File: src/rtl/i2c_pkg.sv
// Shared I2C defaults used by the slave PHY and the word buffer.
// I2C_DW is the PHY word width, I2C_AW the buffer address width.
package i2c_pkg;

    localparam int I2C_DW = 32;
    localparam int I2C_AW = 4;

endpackage

File: src/rtl/i2c_buf_fifo.sv
// First-word-fall-through FIFO with occupancy count and sticky error flags.
// Ports: clk, rst_n, flush; wr/wdata in, rd in, rdata head out;
// full, empty, cnt status; ovf (write while full), udf (read while empty).
module i2c_buf_fifo
    import i2c_pkg::*;
#(
    parameter int AW = I2C_AW,
    parameter int DW = I2C_DW
) (
    input  logic          clk,
    input  logic          rst_n,
    input  logic          flush,
    input  logic          wr,
    input  logic [DW-1:0] wdata,
    input  logic          rd,
    output logic [DW-1:0] rdata,
    output logic          full,
    output logic          empty,
    output logic [AW:0]   cnt,
    output logic          ovf,
    output logic          udf
);

    localparam int          DEPTH    = 2 ** AW;
    localparam logic [AW:0] FULL_CNT = (AW + 1)'(DEPTH);

    logic [DW-1:0] mem [DEPTH];
    logic [AW-1:0] wr_ptr;
    logic [AW-1:0] rd_ptr;
    logic          wr_acc;
    logic          rd_acc;

    assign full  = (cnt == FULL_CNT);
    assign empty = (cnt == '0);

    // Acceptance looks only at the registered state, so a read in the
    // same cycle never makes room for a write to a full FIFO.
    assign wr_acc = wr && !full && !flush;
    assign rd_acc = rd && !empty && !flush;

    // Head is a plain combinational read: valid as soon as cnt != 0.
    assign rdata = mem[rd_ptr];

    always_ff @(posedge clk) begin
        if (!rst_n || flush) begin
            wr_ptr <= '0;
            rd_ptr <= '0;
            cnt    <= '0;
            ovf    <= 1'b0;
            udf    <= 1'b0;
        end else begin
            if (wr_acc) begin
                wr_ptr <= wr_ptr + 1'b1;
            end
            if (rd_acc) begin
                rd_ptr <= rd_ptr + 1'b1;
            end
            cnt <= cnt + {{AW{1'b0}}, wr_acc} - {{AW{1'b0}}, rd_acc};
            if (wr && full) begin
                ovf <= 1'b1;
            end
            if (rd && empty) begin
                udf <= 1'b1;
            end
        end
    end

    // Storage is only ever read below cnt, so it carries no reset.
    always_ff @(posedge clk) begin
        if (rst_n && wr_acc) begin
            mem[wr_ptr] <= wdata;
        end
    end

endmodule

File: src/rtl/i2c_buf.sv
// Word buffer between the I2C slave PHY and the host register interface.
// RX: phy_push/phy_dout/phy_full in, host rx_rd/rx_data/rx_empty/rx_cnt/rx_ovf.
// TX: host tx_wr/tx_data/tx_full/tx_cnt in, phy_pop/phy_din/phy_empty/tx_udf.
module i2c_buf
    import i2c_pkg::*;
#(
    parameter int AW = I2C_AW,
    parameter int DW = I2C_DW
) (
    input  logic          clk,
    input  logic          rst_n,
    input  logic          flush,
    input  logic          phy_push,
    input  logic [DW-1:0] phy_dout,
    output logic          phy_full,
    input  logic          phy_pop,
    output logic [DW-1:0] phy_din,
    output logic          phy_empty,
    input  logic          rx_rd,
    output logic [DW-1:0] rx_data,
    output logic          rx_empty,
    output logic [AW:0]   rx_cnt,
    input  logic          tx_wr,
    input  logic [DW-1:0] tx_data,
    output logic          tx_full,
    output logic [AW:0]   tx_cnt,
    output logic          rx_ovf,
    output logic          tx_udf
);

    // RX never reports underflow and TX never reports overflow.
    logic unused_rx_udf;
    logic unused_tx_ovf;

    i2c_buf_fifo #(
        .AW(AW),
        .DW(DW)
    ) u_rx (
        .clk  (clk),
        .rst_n(rst_n),
        .flush(flush),
        .wr   (phy_push),
        .wdata(phy_dout),
        .rd   (rx_rd),
        .rdata(rx_data),
        .full (phy_full),
        .empty(rx_empty),
        .cnt  (rx_cnt),
        .ovf  (rx_ovf),
        .udf  (unused_rx_udf)
    );

    i2c_buf_fifo #(
        .AW(AW),
        .DW(DW)
    ) u_tx (
        .clk  (clk),
        .rst_n(rst_n),
        .flush(flush),
        .wr   (tx_wr),
        .wdata(tx_data),
        .rd   (phy_pop),
        .rdata(phy_din),
        .full (tx_full),
        .empty(phy_empty),
        .cnt  (tx_cnt),
        .ovf  (unused_tx_ovf),
        .udf  (tx_udf)
    );

endmodule

File: config.mk
export PLATFORM = sky130hd
export DESIGN_NAME = i2c_buf
export DESIGN_NICKNAME = d
export VERILOG_FILES = /design/src/rtl/i2c_pkg.sv /design/src/rtl/i2c_buf_fifo.sv /design/src/rtl/i2c_buf.sv
export SDC_FILE = /design/constraint.sdc
export NUM_CORES = 1
export LEC_CHECK = 0
export BUFFER_PORTS_ARGS = -buffer_cell sky130_fd_sc_hd__buf_4
export CORE_ASPECT_RATIO = 1.25
export CORE_MARGIN = 4
export CORE_UTILIZATION = 41
export CTS_CLUSTER_DIAMETER = 100
export DETAILED_ROUTE_END_ITERATION = 8
export GPL_ROUTABILITY_DRIVEN = 0
export PLACE_DENSITY = 0.59
export SLEW_MARGIN = 20
export SYNTH_ARGS = -nofsm -noshare
export SYNTH_HDL_FRONTEND = slang
export SYNTH_SLANG_ARGS = --single-unit
File: constraint.sdc
create_clock -name clk -period 4.4 [get_ports clk]
set_input_delay 0.88 -clock clk [delete_from_list [all_inputs] [get_ports clk]]
set_output_delay 0.88 -clock clk [all_outputs]
set_load 0.02 [all_outputs]
==> impl_metrics.json <==
{
  "combPwrFrac_pct": 6.0,
  "area_delta_synth_final_pct": 16.1,
  "numCtsBuffers": 104,
  "gr-total-overflow": 0,
  "cts_htree_levels": 3,
  "grt_pass1_vias": 20299,
  "n_fill_cell": 8016,
  "antenna_found_initial": 3,
  "ctsResizeCount": 0,
  "drt_iter0_markers": 1601,
  "drive_gt1_share_pct": 31.8,
  "insertion_delay_ps": 670,
  "ys_warn_count": 0,
  "regArea_sq_um": 31500,
  "slew_headroom_pct": 26.7,
  "num_rows": 128,
  "period_needed_ps": 3810,
  "pwr_density_cell_nw_per_um2": 448,
  "p_leak_uw": 0.0146,
  "drv_cap": 0,
  "grt_use_total_pct": 17.8,
  "required_ps": 3520,
  "wl_per_cell_um": 26.7,
  "crit_path_start_kind": "register",
  "syn_nets": 1896,
  "drc": 0,
  "sw_frac_of_total_pct": 21.1,
  "arrival_ps": 2930,
  "clockPowerShare_pct": 40.6,
  "path_cells": "buf_12, mux4_2, a22oi_1, nand2_1, buf_4",
  "cts_hold_buf": 0,
  "hp-class": "register to register",
  "die_y_um": 358,
  "finalNetCount": 2140,
  "yosysSeqAreaShare_pct": 78.4,
  "dieWidth_um": 288,
  "period_share_pct": 86.5,
  "synth_cell_types": 36,
  "routed_wl_um": 91400,
  "power_frac_seq_pct": 53.4,
  "syn_inst": 1802,
  "crit_path_max_fanout": 27,
  "p_switching_uw": 4400,
  "final_core_util_pct": 47.9,
  "peakVddDrop_mv": 0.418,
  "firstDrtPassIters": 5,
  "cts_num_sinks": 1060,
  "grt_pass1_wl_um": 136000,
  "fp.dieArea_sq_um": 103000,
  "layout_commonest_cell": "edfxtp_1",
  "io_buffers": 150,
  "place_hpwl_um": 55300,
  "num_vias": 18832,
  "synth_area_per_cell_sq_um": 22.3,
  "start_util_pct": 41.2,
  "clk_pin_slew_ps": 60,
  "synthesis.area_sq_um": 40200,
  "path_class": "register to output port",
  "cts_setup_buffers": 0,
  "multi_input_area_sq_um": 8300,
  "pre_cts_ws_ps": 416,
  "hold_viol": 0,
  "cts_tree": "built",
  "clock-root-buffer": "clkbuf_16",
  "worstSetupEndpointType": "output port",
  "setup_viol": 0,
  "internal_power_uw": 16500,
  "rsz0062_at_grt": "no",
  "max_freq_mhz": 263,
  "mostFrequentLayoutCells": "1024 x edfxtp_1, 256 x mux4_2, 219 x buf_4",
  "coreArea_sq_um": 97400,
  "setup_ws_ps": 595,
  "design_area_sq_um": 46600,
  "ys_ff_latch": 1060,
  "grt_max_degree": 58,
  "slew_violations": 0,
  "fin_skew_ps": 23.7,
  "vias_per_cell": 5.49,
  "slowest_stage": "dfxtp_4",
  "tns_ps": 0,
  "status": "finished clean",
  "post_dp_cell_area_sq_um": 43400,
  "antenna_left": 0,
  "critical_path.max_stage_delay_ps": 730,
  "ios": 151,
  "cts.path.max_buffers": 3,
  "worstMarginPinSlew_ps": 1100
}
[layer usage]
layer | vias to the layer above | share of wire [%] | global-route usage [%]
met3 | 123 | 4.7 | 2.75
met1 | 10151 | 39 | 22.1
met2 | 511 | 54 | 32.5
met4 | 2 | 2.4 | 5.14
met5 | - | 0.013 | 0
li1 | 8045 | - | -
[cell families after synthesis]
| kind of cell | Yosys count | share of synthesized area, % |
|---|---|---|
| buffers and inverters | 115 | 1.34 |
| AND/OR/NAND/NOR | 184 | 2.18 |
| adder cells (fa/ha/maj) | 23 | 0.754 |
| XOR/XNOR | 15 | 0.327 |
| AO/OA/AOI/OAI | 148 | 2.67 |
| flip-flops | 1060 | 78.4 |
| multiplexers | 257 | 14.4 |
[layout make-up]
type | instances | area share (%)
inverter | 22 | 0.177
sequential | 1060 | 67.5
tap | 1300 | 3.49
antenna | 2 | 0.0107
timing repair buffer | 231 | 4.04
clock buffer | 122 | 5.73
clock inverter | 64 | 1.23
multi-input combinational | 627 | 17.8
[worst max-delay path, delay by kind of cell, from the launching register on]
family,cells,cell delay [ps]
muxes,1,550
buffers and inverters,2,500
AOI/OAI and AO/OA,1,300
and+or+nand+nor,1,140
DFF,1,730
[synthesized netlist by cell type]
library cell | number | area share [%]
buf_1 | 19 | 0.18
inv_1 | 22 | 0.21
buf_2 | 16 | 0.20
xnor2_1 | 7 | 0.15
fa_1 | 2 | 0.10
edfxtp_1 | 1024 | 77
a21o_1 | 1 | 0.019
clkbuf_8 | 1 | 0.034
or3_2 | 1 | 0.019
nor2b_1 | 5 | 0.078
mux2i_1 | 1 | 0.025
or2b_2 | 1 | 0.022
and3_1 | 2 | 0.031
buf_6 | 1 | 0.028
ha_1 | 21 | 0.65
dfxtp_1 | 36 | 1.8
a21oi_1 | 13 | 0.16
a31o_2 | 2 | 0.044
nand3_1 | 10 | 0.12
and2_1 | 28 | 0.44
o21ai_0 | 4 | 0.050
nand2b_1 | 3 | 0.047
a22oi_1 | 128 | 2.4
clkbuf_1 | 38 | 0.36
nor2_1 | 38 | 0.36
nand4bb_1 | 2 | 0.056
nor3b_1 | 6 | 0.11
buf_4 | 18 | 0.34
nand4_1 | 1 | 0.016
xor2_1 | 8 | 0.17
nand2_1 | 79 | 0.74
nand4b_1 | 1 | 0.022
or4b_2 | 1 | 0.025
nor4b_1 | 3 | 0.065
mux4_2 | 256 | 14
nor3_1 | 3 | 0.037
[worst paths after layout]
kind               startpoint              end  slack, ps  cells past startpoint
setup / recovery     register       rx_data[8]        590                      5
hold / removal       u_rx.ovf         u_rx.ovf        470                      2
setup reg to reg  u_tx.cnt[2]  u_tx.mem[1][24]       1180                      7
hold reg to reg      u_rx.ovf         u_rx.ovf        470                      2
[sequential cells by signal, indices dropped and copies added (netlist names), named ones only]
| name | flops |
|---|---|
| u_rx.mem | 512 |
| u_rx.cnt | 5 |
| u_rx.wr_ptr | 4 |
| u_tx.rd_ptr | 4 |
| u_tx.cnt | 5 |
| u_rx.rd_ptr | 4 |
| u_rx.ovf | 1 |
| u_tx.udf | 1 |
| u_tx.mem | 512 |
| u_tx.wr_ptr | 4 |
[per-stage QoR]
stage               total power, uW  instances  hold WS [ps]
floorplan                     12100       1802           468
global placement              12600       3240           462
detailed placement            12700       3240           466
CTS                           21100       3426           465
global route                  21700       3427           493
finish                        20900       3428           475
[power groups by stage]
stage | clock [uW] | combinational [uW] | sequential (uW)
2_1_floorplan | 0 | 770 | 11400
3_3_place_gp | 0 | 1260 | 11400
3_5_place_dp | 0 | 1280 | 11400
4_1_cts | 8680 | 1280 | 11200
5_1_grt | 9140 | 1360 | 11200
6_report | 8480 | 1250 | 11200
No activity file was read; power rests on OpenSTA's default activity.
